==> src/rtl/arb_req_tracker.sv <==
// Turns per-client request pulses into level requests held until granted, for rr_arbiter.
// Optional starvation watchdog (wait counters + starve_err) under `ARB_REQ_STARVE_CHK_EN.
module arb_req_tracker #(
    parameter int CLIENTS = 32,
    parameter int CNT_W   = 4,
    parameter int IDX_W   = $clog2(CLIENTS)
`ifdef ARB_REQ_STARVE_CHK_EN
    , parameter int STARVE_LIMIT = 2 * CLIENTS
`endif
) (
    input  logic               clock,
    input  logic               reset,
    input  logic [CLIENTS-1:0] req_pulse,
    input  logic [CLIENTS-1:0] grant,
    output logic [CLIENTS-1:0] request,
    output logic               grant_valid,
    output logic [IDX_W-1:0]   grant_idx,
    output logic               pending_any,
    output logic [CLIENTS-1:0] overflow,
    output logic               spurious_gnt,
    output logic               multi_gnt
`ifdef ARB_REQ_STARVE_CHK_EN
    , output logic             starve_err
`endif
);
    localparam logic [CNT_W-1:0] CNT_MAX = {CNT_W{1'b1}};

    logic [CNT_W-1:0]   cnt     [CLIENTS];
    logic [CNT_W-1:0]   cnt_nxt [CLIENTS];
    logic [CLIENTS-1:0] sat;
    logic [CLIENTS-1:0] inc;
    logic [CLIENTS-1:0] dec;
    logic [CLIENTS-1:0] pulse_drop;
    logic [IDX_W:0]     gnt_pop;
    logic [IDX_W-1:0]   gnt_enc;
    logic               gnt_legal;

    always_comb begin
        for (int i = 0; i < CLIENTS; i++) begin
            request[i] = (cnt[i] != '0);
            sat[i]     = (cnt[i] == CNT_MAX);
        end
    end

    assign pending_any = |request;
    // A grant frees a slot in the same cycle, so a pulse at saturation is kept when paired with a grant.
    assign dec        = grant & request;
    assign inc        = req_pulse & (~sat | dec);
    assign pulse_drop = req_pulse & ~inc;

    always_comb begin
        for (int i = 0; i < CLIENTS; i++) begin
            cnt_nxt[i] = cnt[i];
            case ({inc[i], dec[i]})
                2'b10:   cnt_nxt[i] = cnt[i] + CNT_W'(1);
                2'b01:   cnt_nxt[i] = cnt[i] - CNT_W'(1);
                default: cnt_nxt[i] = cnt[i];
            endcase
        end
    end

    always_comb begin
        gnt_pop = '0;
        gnt_enc = '0;
        for (int i = 0; i < CLIENTS; i++) begin
            gnt_pop = gnt_pop + {{IDX_W{1'b0}}, grant[i]};
            if (grant[i]) gnt_enc = IDX_W'(i);
        end
        gnt_legal = (gnt_pop == (IDX_W+1)'(1)) && (|dec);
    end

    always_ff @(posedge clock or posedge reset) begin
        if (reset) begin
            for (int i = 0; i < CLIENTS; i++) cnt[i] <= '0;
            grant_valid  <= 1'b0;
            grant_idx    <= '0;
            overflow     <= '0;
            spurious_gnt <= 1'b0;
            multi_gnt    <= 1'b0;
        end else begin
            for (int i = 0; i < CLIENTS; i++) cnt[i] <= cnt_nxt[i];
            grant_valid  <= gnt_legal;
            if (gnt_legal) grant_idx <= gnt_enc;
            overflow     <= overflow | pulse_drop;
            spurious_gnt <= spurious_gnt | (|(grant & ~request));
            multi_gnt    <= multi_gnt | (gnt_pop > (IDX_W+1)'(1));
        end
    end

`ifdef ARB_REQ_STARVE_CHK_EN
    localparam int              WAIT_W   = $clog2(STARVE_LIMIT + 1);
    localparam logic [WAIT_W-1:0] WAIT_MAX = WAIT_W'(STARVE_LIMIT);

    logic [WAIT_W-1:0]  wait_cnt [CLIENTS];
    logic [CLIENTS-1:0] at_limit;

    always_comb begin
        for (int i = 0; i < CLIENTS; i++) at_limit[i] = (wait_cnt[i] == WAIT_MAX);
    end

    always_ff @(posedge clock or posedge reset) begin
        if (reset) begin
            for (int i = 0; i < CLIENTS; i++) wait_cnt[i] <= '0;
            starve_err <= 1'b0;
        end else begin
            for (int i = 0; i < CLIENTS; i++) begin
                if (!request[i] || grant[i])
                    wait_cnt[i] <= '0;
                else if (!at_limit[i])
                    wait_cnt[i] <= wait_cnt[i] + WAIT_W'(1);
            end
            starve_err <= starve_err | (|at_limit);
        end
    end
`endif

endmodule

==> config.mk <==
export PLATFORM = sky130hd
export DESIGN_NAME = arb_req_tracker
export DESIGN_NICKNAME = d
export VERILOG_FILES = /design/src/rtl/arb_req_tracker.sv
export SDC_FILE = /design/constraint.sdc
export NUM_CORES = 1
export LEC_CHECK = 0
export ABC_AREA = 0
export CAP_MARGIN = 20
export CELL_PAD_IN_SITES_DETAIL_PLACEMENT = 0
export CELL_PAD_IN_SITES_GLOBAL_PLACEMENT = 1
export CORE_ASPECT_RATIO = 1.75
export CORE_MARGIN = 5
export CORE_UTILIZATION = 45
export CTS_BUF_LIST = sky130_fd_sc_hd__clkbuf_4
export DETAILED_ROUTE_END_ITERATION = 8
export PLACE_DENSITY = 0.91
export SLEW_MARGIN = 20
export SYNTH_ARGS = -nofsm -noshare
export SYNTH_HDL_FRONTEND = slang
export SYNTH_SLANG_ARGS = --single-unit
export TNS_END_PERCENT = 30
==> constraint.sdc <==
create_clock -name clock -period 15.51 [get_ports clock]
set_clock_uncertainty 0.1 [all_clocks]
set_input_delay 3.102 -clock clock [delete_from_list [all_inputs] [get_ports clock]]
set_output_delay 3.102 -clock clock [all_outputs]
set_load 0.05 [all_outputs]
==> results of run 1 <==
## cells in the mapped netlist (3+ instances only)
| cell type | instances | area (sq um) |
|---|---|---|
| inv_1 | 174 | 653.1 |
| dfrtp_1 | 168 | 4204 |
| ha_1 | 83 | 1039 |
| a21oi_1 | 79 | 395.4 |
| nand2_1 | 76 | 285.3 |
| nor2_1 | 74 | 277.8 |
| xor2_1 | 63 | 551.8 |
| fa_1 | 56 | 1121 |
| xnor2_1 | 45 | 394.1 |
| nand4_1 | 36 | 225.2 |
| a21o_1 | 35 | 262.8 |
| mux2i_1 | 33 | 330.3 |
| nor4_1 | 27 | 168.9 |
| nand3_1 | 23 | 115.1 |
| o21ai_0 | 22 | 110.1 |
| o21bai_1 | 22 | 165.2 |
| or2_2 | 19 | 118.9 |
| o41ai_1 | 11 | 96.34 |
| nor4_2 | 8 | 100.1 |
| o41ai_2 | 8 | 130.1 |
| a31o_2 | 7 | 61.31 |
| a22o_1 | 6 | 52.55 |
| or4_1 | 6 | 45.04 |
| a221oi_1 | 5 | 43.79 |
| and4_1 | 5 | 43.79 |
| nor3_1 | 5 | 25.02 |
| mux2_4 | 4 | 60.06 |
| o2111ai_1 | 4 | 35.03 |
| o31ai_1 | 3 | 22.52 |
## worst max-delay path by stage
stage,endpoint,slack (ns),depth (start not counted)
after floorplan,grant_idx[0],7.26,17
final,grant_idx[4],6.91,17
after CTS,grant_idx[2],6.98,17
after detailed placement,grant_idx[2],6.28,17
after global routing,grant_idx[4],6.73,17
after global placement,grant_idx[4],6.35,17
## layout by cell type (no fill, tap or decap), types with 4 or more instances in the layout
cell | netlist | routed
a221oi_1 | 5 | 5
a21oi_1 | 79 | 79
fa_1 | 56 | 56
nor4_2 | 8 | 8
nor3_1 | 5 | 5
inv_1 | 174 | 173
nor4_1 | 27 | 27
ha_1 | 83 | 83
xnor2_1 | 45 | 45
nor2_1 | 74 | 74
o2111ai_1 | 4 | 4
a22o_1 | 6 | 6
nand4_1 | 36 | 36
clkdlybuf4s50_1 | 0 | 138
or4_1 | 6 | 6
or2_2 | 19 | 19
clkinv_2 | 0 | 4
o41ai_1 | 11 | 11
a21o_1 | 35 | 35
mux2i_1 | 33 | 33
xor2_1 | 63 | 63
buf_4 | 0 | 12
clkbuf_4 | 0 | 17
nand2_1 | 76 | 76
o21bai_1 | 22 | 22
dfrtp_1 | 168 | 168
a31o_2 | 7 | 7
nand3_1 | 23 | 23
o21ai_0 | 22 | 22
and4_1 | 5 | 5
mux2_4 | 4 | 4
o41ai_2 | 8 | 8
## registers in the layout (all words and copies together), names as in the netlist
signal	cells
cnt	128
grant_idx	5
grant_valid	1
multi_gnt	1
overflow	32
spurious_gnt	1
## cell families (layout without fill, tap and decap cells)
family,after synthesis,in the layout,share of synthesized area
AO/OA/AOI/OAI,221,221,0.1347
XOR/XNOR,108,108,0.08246
adder cells (fa/ha/maj),139,139,0.1883
buffers and inverters,177,357,0.05923
flip-flops,168,168,0.3665
multiplexers,37,37,0.03403
other,0,2,0
AND/OR/NAND/NOR,295,295,0.1348
## per-layer routing
| metal | share of wire | up-vias |
|---|---|---|
| met2 | 0.52 | 243 |
| met3 | 0.051 | 95 |
| li1 | - | 4302 |
| met4 | 0.064 | 0 |
| met1 | 0.37 | 4446 |
| met5 | 0 | - |
## area by class of cell
cell class / count / area [sq um]
Antenna cell: 2 / 5.005
Clock buffer: 17 / 127.6
Clock inverter: 15 / 176.4
Fill cell: 2307 / 11610
Inverter: 175 / 661.9
Multi-Input combinational cell: 800 / 6588
Sequential cell: 168 / 4204
Tap cell: 316 / 395.4
Timing Repair Buffer: 150 / 1471
## metrics by stage
stage                     std cells  power (uW)
after detailed placement       1609        2444
after global routing           1643        2958
after CTS                      1641        2737
after floorplan                1145        2010
final                          1643        2713
after global placement         1609        2383
## power by group through the flow
stage	combinational (uW)	clock, uW	sequential (uW)
after detailed placement	1510	0	934
after global routing	1690	310	961
after floorplan	997	0	1010
final	1500	283	928
after global placement	1460	0	926
after CTS	1520	293	925
==> impl_metrics.py, run 1 <==
metrics = {
    "routing": {
        "finalWirelength_um": 29600,
        "drc_errors": 0,
        "dr.pass1.iters": 6,
        "drt-initial-drc-count": 300,
        "avgViaCountPerCell": 5.530,
        "post_drt_wl_per_cell_um": 18.02,
        "detail-route-antenna-nets": 0,
        "vias": 9086,
    },
    "worst_setup_path": {
        "critical-path-max-stage-delay_ns": 0.69,
        "critPathLaunch": "grant[27]",
        "arrival_ns": 9.03,
        "path_class": "primary input to register",
        "crit_buf_inv": 5,
        "path_common_cell": "fa_1",
        "r2r_setup_slack_ns": 12.38,
        "worstPathRequired_ns": 15.94,
        "r2r-end": "cnt[55]",
        "cp-start-kind": "primary input",
        "cp_slowest_cell": "clkdlybuf4s50_1",
        "ff2ff_path_depth": 10,
        "crit_path_end_kind": "register",
        "path_max_fanout": 8,
        "crit_family": "adder cells",
        "cp_cell_sequence": "clkdlybuf4s50_1 > inv_1 > fa_1 > fa_1 > inv_1 > fa_1 > inv_1 > fa_1 > fa_1 > fa_1 > inv_1 > ha_1 > fa_1 > or4_1 > nor3_2 > and3_1 > mux2_4",
        "reg2reg_from": "cnt[53]",
    },
    "floorplanning": {
        "io_pins": 139,
        "die_width_um": 130.7,
        "coreArea_sq_mm": 0.02524,
        "initial_utilization": 0.4544,
        "design.die.area_sq_mm": 0.02891,
        "row_count": 77,
        "fp.dieH_um": 221.2,
    },
    "final_layout": {
        "fin_area_sq_mm": 0.01363,
        "post-route-util": 0.5400,
        "nNetsFinal": 1517,
        "area.growth.synth_to_final_pct": 18.82,
        "drive_gt1_frac": 0.07623,
    },
    "clock_network": {
        "postCtsSetupBuffers": 0,
        "h-tree-depth": 4,
        "clkSinkCount": 168,
        "cts_tree": "built",
        "clockBufferDepth": 2,
        "clock-root-buffer": "clkbuf_4",
        "clk_pin_slew_worst_paths_ns": 0.13,
        "holdBufCountCts": 0,
        "ctsResizeCount": 0,
        "numCtsBuffers": 17,
        "clk_latency_ns": 0.64,
    },
    "global_routing": {
        "gr-usage-met3": 0.05381,
        "grtUsageTotal": 0.2115,
        "grt_pass1_vias": 9440,
        "antenna_found_initial": 2,
        "met1_usage": 0.2292,
        "grt_start_max_net_pins": 99,
        "grt_util_met2": 0.3646,
        "busiest_layer": "met2",
        "grt_pass1_wl_um": 47770,
        "grt-ovfl-total": 0,
    },
    "status": {
        "status": "completed",
    },
    "logic_synthesis": {
        "synth.distinct_cells": 57,
        "avgSynthCellArea_sq_um": 10.02,
        "syn-cell-area_sq_mm": 0.01147,
        "synth_edf_count": 0,
        "synth_seq_cells": 168,
        "yosys_warnings": 0,
        "syn_inst": 1145,
        "synth-async-reset-ratio": 1.000,
        "synth_flop_cell": "dfrtp_1",
        "seq_area_frac_synth": 0.3665,
        "synth_fp_nets": 1350,
    },
    "place": {
        "port_buffers": 138,
        "dp_hpwl_um": 23970,
        "place_area_sq_mm": 0.01332,
        "routabilityCongestion": 0.9493,
        "pre_cts_slack_ns": 6.278,
    },
    "pwr": {
        "pwr-share-clk": 0.104,
        "power_frac_seq": 0.342,
        "p_switching_uw": 1287,
        "intPower_uw": 1425,
        "p_per_area_mw_per_mm2": 199.0,
        "cellLeakagePower_uw": 0.006396,
        "switching_share": 0.4746,
        "comb_power_share": 0.554,
        "ir_drop_mv": 0.1074,
    },
    "sta": {
        "maxSlewHeadroom": 0.3106,
        "fin_setup_tns_ns": 0,
        "finalMaxSlewViolations": 0,
        "finalCritPeriodShare": 0.5544,
        "period_needed_ns": 8.598,
        "setup_viol": 0,
        "whs_ns": 0.3699,
        "fmaxAchievable_mhz": 116.3,
        "setup_ws_ns": 6.912,
        "worst_slew_pin_slew_ns": 1.025,
        "hold_violations": 0,
        "rsz0062_at_grt": "false",
    },
    "flow_run": {
        "maxCapViolations": 0,
    },
    "hold_path": {
        "hold_start": "overflow[28]",
        "holdPathEnd": "overflow[28]",
        "hold_class": "register to register",
        "holdPathStages": 1,
    },
}
No activity file was read; power rests on OpenSTA's default activity.
==> run 2: changes to the inputs <==
- clock period: 15.51 -> 8.42 ns (I/O delays scaled with it)
==> run 2 against run 1 <==
  * Total power increased by 82%
  * Critical path type unchanged
  * Highest routed layer unchanged
  * Core utilization decreased by 0.059 points
  * Global-route usage increased by 0.56 points
  * Sequential cell count unchanged
  * First-iteration DRC count increased by 27%
  * Register-to-register slack got worse by 7.1 ns
  * Via count increased by 0.66%
  * Count of clock-buffer cells in the layout increased by 1
  * Clock power increased by 64%
  * Largest cell class unchanged
  * Final area decreased by 0.11%
  * Non-clock buffer count increased by 4
==> impl_metrics.py, run 2 (same netlist as run 1, synthesis figures left out) <==
metrics = {
    "status": {
        "status": "completed",
    },
    "final_layout": {
        "nFillCells": 2253,
        "ff_latch_area_sq_mm": 0.004204,
        "nNetsFinal": 1521,
        "reg.largest.list": "cnt x128, overflow x32, grant_idx x5",
        "drive_gt1_frac": 0.07901,
        "final_cell_mix": "inv_1 (173), dfrtp_1 (168), clkdlybuf4s50_1 (138), ha_1 (83), a21oi_1 (79)",
        "regMostFlops": "cnt",
        "largest_register_ffs": 128,
        "layout_commonest_cell": "inv_1",
        "multi_input_area_sq_mm": 0.006588,
        "area.growth.synth_to_final_pct": 18.68,
    },
    "hold_path": {
        "holdPathStages": 1,
        "holdPathEnd": "overflow[27]",
        "hold_class": "register to register",
        "hold_start": "overflow[27]",
    },
    "worst_setup_path": {
        "path_common_cell": "fa_1",
        "worstPathRequired_ns": 8.85,
        "path_max_fanout": 6,
        "cp_cell_sequence": "clkdlybuf4s50_1 > fa_1 > inv_1 > fa_1 > inv_1 > fa_1 > inv_1 > fa_1 > fa_1 > fa_1 > inv_1 > ha_1 > fa_1 > or4_1 > nor3_2 > and3_1 > mux2_4",
        "cp_slowest_cell": "fa_1",
        "path_class": "primary input to register",
        "r2r-end": "cnt[55]",
        "ff2ff_path_depth": 10,
        "reg2reg_from": "cnt[53]",
        "cp-start-kind": "primary input",
        "crit_path_end_kind": "register",
        "r2r_setup_slack_ns": 5.30,
        "critical-path-max-stage-delay_ns": 0.61,
        "arrival_ns": 7.57,
    },
    "sta": {
        "period_needed_ns": 7.149,
        "worst_slew_pin_slew_ns": 1.024,
        "maxSlewHeadroom": 0.3112,
        "finalCritPeriodShare": 0.8490,
        "fmaxAchievable_mhz": 139.9,
        "fin_setup_tns_ns": 0,
        "whs_ns": 0.3776,
        "hold_violations": 0,
        "setup_viol": 0,
        "rsz0062_at_grt": "false",
        "finalMaxSlewViolations": 0,
    },
    "clock_network": {
        "clockBufferDepth": 2,
        "h-tree-depth": 4,
        "cts_tree": "built",
        "clock-root-buffer": "clkbuf_4",
        "holdBufCountCts": 0,
        "clkSinkCount": 168,
        "clk_latency_ns": 0.64,
        "numCtsBuffers": 17,
        "postCtsSetupBuffers": 0,
        "clk_pin_slew_worst_paths_ns": 0.14,
        "ctsResizeCount": 0,
    },
    "global_routing": {
        "grtUsageTotal": 0.2171,
        "grt_start_max_net_pins": 101,
        "antenna_found_initial": 2,
        "grt_pass1_wl_um": 49070,
        "grt-ovfl-total": 0,
        "grt_pass1_vias": 9678,
    },
    "routing": {
        "vias": 9146,
        "avgViaCountPerCell": 5.553,
        "finalWirelength_um": 30200,
        "dr.pass1.iters": 5,
        "drt-initial-drc-count": 380,
        "detail-route-antenna-nets": 0,
        "drc_errors": 0,
        "post_drt_wl_per_cell_um": 18.34,
    },
    "floorplanning": {
        "die_width_um": 130.7,
        "fp.dieH_um": 221.2,
        "initial_utilization": 0.4544,
        "design.die.area_sq_mm": 0.02891,
        "io_pins": 139,
        "row_count": 77,
        "coreArea_sq_mm": 0.02524,
    },
    "pwr": {
        "p_per_area_mw_per_mm2": 363.5,
        "cellLeakagePower_uw": 0.006385,
        "ir_drop_mv": 0.2157,
    },
    "place": {
        "dp_hpwl_um": 24350,
        "routabilityCongestion": 0.9714,
        "port_buffers": 138,
    },
    "flow_run": {
        "maxCapViolations": 0,
    },
}
run 2: changes by cell type in the layout (fill, tap and decap cells not counted), sizes merged:
cell / previous run / this run
buf: 12 / 16
bufinv: 3 / 1
clkinvlp: 1 / 3
clkbuf: 17 / 18
clkinv: 8 / 7
run 2: worst max-delay path by stage:
stage | startpoint | end | slack [ns] | cells past startpoint
detailed placement | grant[17] | grant_idx[1] | 0.61 | 17
global route | grant[17] | grant_idx[4] | 1.13 | 17
finish | grant[17] | grant_idx[4] | 1.27 | 17
CTS | grant[17] | grant_idx[2] | 1.32 | 17
global placement | grant[17] | grant_idx[4] | 0.71 | 17
floorplan | grant[17] | grant_idx[0] | 1.58 | 17
run 2: critical path: cells and delay by family:
kind | cells | cell delay [ns]
adders and majority gates | 8 | 3.66
and+or+nand+nor | 3 | 1.10
buffers and inverters | 5 | 0.78
muxes | 1 | 0.33
run 2: final cells by class:
type                    instances  area share
diodes                          2   0.0003676
clock buffers                  18    0.009926
clock inverters                14    0.009098
inverters                     175     0.04862
multi-input cells             800      0.4839
flip-flops and latches        168      0.3088
well taps                     316     0.02904
repair buffers                154      0.1103
run 2: per-layer routing:
metal | part of all wire | vias to the layer above | global-route usage
met2 | 0.53 | 260 | 0.3772
met5 | 0 | - | 0
met1 | 0.36 | 4476 | 0.2392
met4 | 0.054 | 0 | 0.1255
met3 | 0.054 | 94 | 0.04513
li1 | - | 4316 | -
run 2: report_power, final:
part	internal, uW	switching (uW)
combinational	1210	1570
sequential	1210	500
clock	151	313
total	2570	2380
run 2: per-stage QoR:
stage	setup slack (ns)	utilization	total power, uW	std cells	area (sq um)
after global routing	1.135	0.5394	5390	1647	13610
after global placement	0.7068	0.5289	4388	1613	13350
after detailed placement	0.6092	0.5289	4512	1613	13350
final	1.271	0.5394	4949	1647	13610
after floorplan	1.584	-	3702	1145	11470
after CTS	1.321	0.5392	4990	1645	13610
==> run 3: changes to the inputs <==
- clock period: 8.42 -> 7 ns (I/O delays scaled with it)
==> run 3 against run 2 <==
  * Die area unchanged
  * Core utilization grew 0.82 points
  * Combinational power increased by 22%
  * Sequential power up 20%
  * Sequential cell count unchanged
  * Worst hold slack better by 0.0075 ns
  * First-iteration DRC count rose by 10%
  * Critical endpoint unchanged
==> impl_metrics.py, run 3 (same netlist as run 1, synthesis figures left out) <==
metrics = {
    "final_layout": {
        "post-route-util": 0.5475,
        "nFillCells": 2260,
        "multi_input_area_sq_mm": 0.006588,
        "largest_register_ffs": 128,
        "final_cell_mix": "inv_1 (173), dfrtp_1 (168), clkdlybuf4s50_1 (138), ha_1 (83), a21oi_1 (79)",
        "area.growth.synth_to_final_pct": 20.48,
        "regMostFlops": "cnt",
        "drive_gt1_frac": 0.09474,
        "ff_latch_area_sq_mm": 0.004204,
        "nNetsFinal": 1543,
        "reg.largest.list": "cnt x128, overflow x32, grant_idx x5",
        "layout_commonest_cell": "inv_1",
    },
    "routing": {
        "avgViaCountPerCell": 5.500,
        "drc_errors": 0,
        "drt-initial-drc-count": 419,
        "finalWirelength_um": 30170,
        "post_drt_wl_per_cell_um": 18.09,
        "detail-route-antenna-nets": 0,
        "vias": 9174,
        "dr.pass1.iters": 8,
    },
    "sta": {
        "setup_ws_ns": 0.3523,
        "worst_slew_pin_slew_ns": 1.131,
        "finalCritPeriodShare": 0.9497,
        "period_needed_ns": 6.648,
        "finalMaxSlewViolations": 0,
        "hold_violations": 0,
        "maxSlewHeadroom": 0.2389,
        "fmaxAchievable_mhz": 150.4,
        "whs_ns": 0.3851,
        "setup_viol": 0,
        "rsz0062_at_grt": "false",
        "fin_setup_tns_ns": 0,
    },
    "floorplanning": {
        "coreArea_sq_mm": 0.02524,
        "die_width_um": 130.7,
        "row_count": 77,
        "fp.dieH_um": 221.2,
        "initial_utilization": 0.4544,
        "io_pins": 139,
        "design.die.area_sq_mm": 0.02891,
    },
    "place": {
        "pre_cts_slack_ns": -0.2912,
        "dp_hpwl_um": 24660,
        "routabilityCongestion": 0.9396,
        "port_buffers": 138,
    },
    "flow_run": {
        "maxCapViolations": 0,
    },
    "pwr": {
        "p_per_area_mw_per_mm2": 438.1,
        "intPower_uw": 3203,
        "p_total_uw": 6055,
        "p_switching_uw": 2852,
        "switching_share": 0.4709,
        "comb_power_share": 0.559,
        "pwr-share-clk": 0.103,
        "cellLeakagePower_uw": 0.006510,
        "ir_drop_mv": 0.2386,
        "power_frac_seq": 0.338,
    },
    "status": {
        "status": "completed",
    },
    "global_routing": {
        "grtUsageTotal": 0.2165,
        "grt_pass1_wl_um": 48890,
        "grt_pass1_vias": 9594,
        "grt-ovfl-total": 0,
        "grt_start_max_net_pins": 94,
        "antenna_found_initial": 2,
    },
    "worst_setup_path": {
        "critical-path-max-stage-delay_ns": 0.57,
        "cp_slowest_cell": "fa_1",
        "cp_cell_sequence": "clkdlybuf4s50_1 > fa_1 > inv_1 > fa_1 > inv_1 > fa_1 > inv_1 > fa_1 > fa_1 > fa_1 > inv_1 > ha_1 > fa_1 > or4_1 > nor3_2 > and3_1 > buf_4 > mux2_4",
        "arrival_ns": 7.07,
        "path_common_cell": "fa_1",
        "crit_path_end_kind": "register",
        "cp-start-kind": "primary input",
        "path_class": "primary input to register",
        "crit_family": "adder cells",
        "path_max_fanout": 4,
        "worstPathRequired_ns": 7.43,
        "crit_buf_inv": 6,
    },
    "clock_network": {
        "clk_pin_slew_worst_paths_ns": 0.15,
        "clock-root-buffer": "clkbuf_4",
        "clkSinkCount": 168,
        "clk_latency_ns": 0.63,
        "postCtsSetupBuffers": 0,
        "ctsResizeCount": 0,
        "cts_tree": "built",
        "holdBufCountCts": 0,
        "clockBufferDepth": 2,
        "h-tree-depth": 4,
        "numCtsBuffers": 17,
    },
    "hold_path": {
        "hold_class": "register to register",
    },
}
run 3: power groups by stage:
stage | combinational (uW) | sequential (uW) | clock, uW
global placement | 3280 | 2050 | 0
CTS | 3420 | 2050 | 643
floorplan | 2210 | 2240 | 0
global route | 3780 | 2130 | 679
finish | 3380 | 2050 | 621
detailed placement | 3400 | 2070 | 0
run 3: worst register-to-register path, delay by kind of cell (launching register included):
family / cells / cell delay [ns]
compound gates: 2 / 0.36
xor+xnor: 1 / 0.18
fa+ha+maj: 1 / 0.27
buf+inv: 2 / 0.27
flops: 1 / 0.45
mux: 1 / 0.23
simple gates: 3 / 1.35
run 3: worst paths after layout:
kind | from | endpoint | slack (ns) | depth (start not counted)
worst max-delay path | grant[17] | grant_idx[4] | 0.35 | 18
worst min-delay path | overflow[27] | overflow[27] | 0.39 | 1
worst max register to register | cnt[53] | cnt[55] | 3.72 | 10
worst min register to register | overflow[27] | overflow[27] | 0.39 | 1
max in group asynchronous | reset | cnt[113] | 4.28 | 3
min in group asynchronous | reset | overflow[15] | 1.22 | 2
run 3: metal layers:
| metal | vias up | wire length (um) | track usage |
|---|---|---|---|
| met4 | 2 | 1868 | 0.1328 |
| met3 | 96 | 1436 | 0.04030 |
| met5 | - | 20 | 0 |
| li1 | 4353 | - | - |
| met2 | 259 | 15710 | 0.3750 |
| met1 | 4464 | 11140 | 0.2390 |
run 3: area by class of cell:
cell class                 instances  area share
antenna                            1   0.0001811
clock inverter                    15     0.01267
clock buffer                      17    0.009234
inverter                         175     0.04789
timing repair buffer             176      0.1206
sequential                       168      0.3042
tap                              316     0.02861
multi-input combinational        800      0.4766
run 3: per-stage QoR:
step	instance area (sq um)	cells
final	13820	1668
after floorplan	11470	1145
after detailed placement	13520	1635
after global placement	13520	1635
after global routing	13820	1668
after CTS	13820	1667
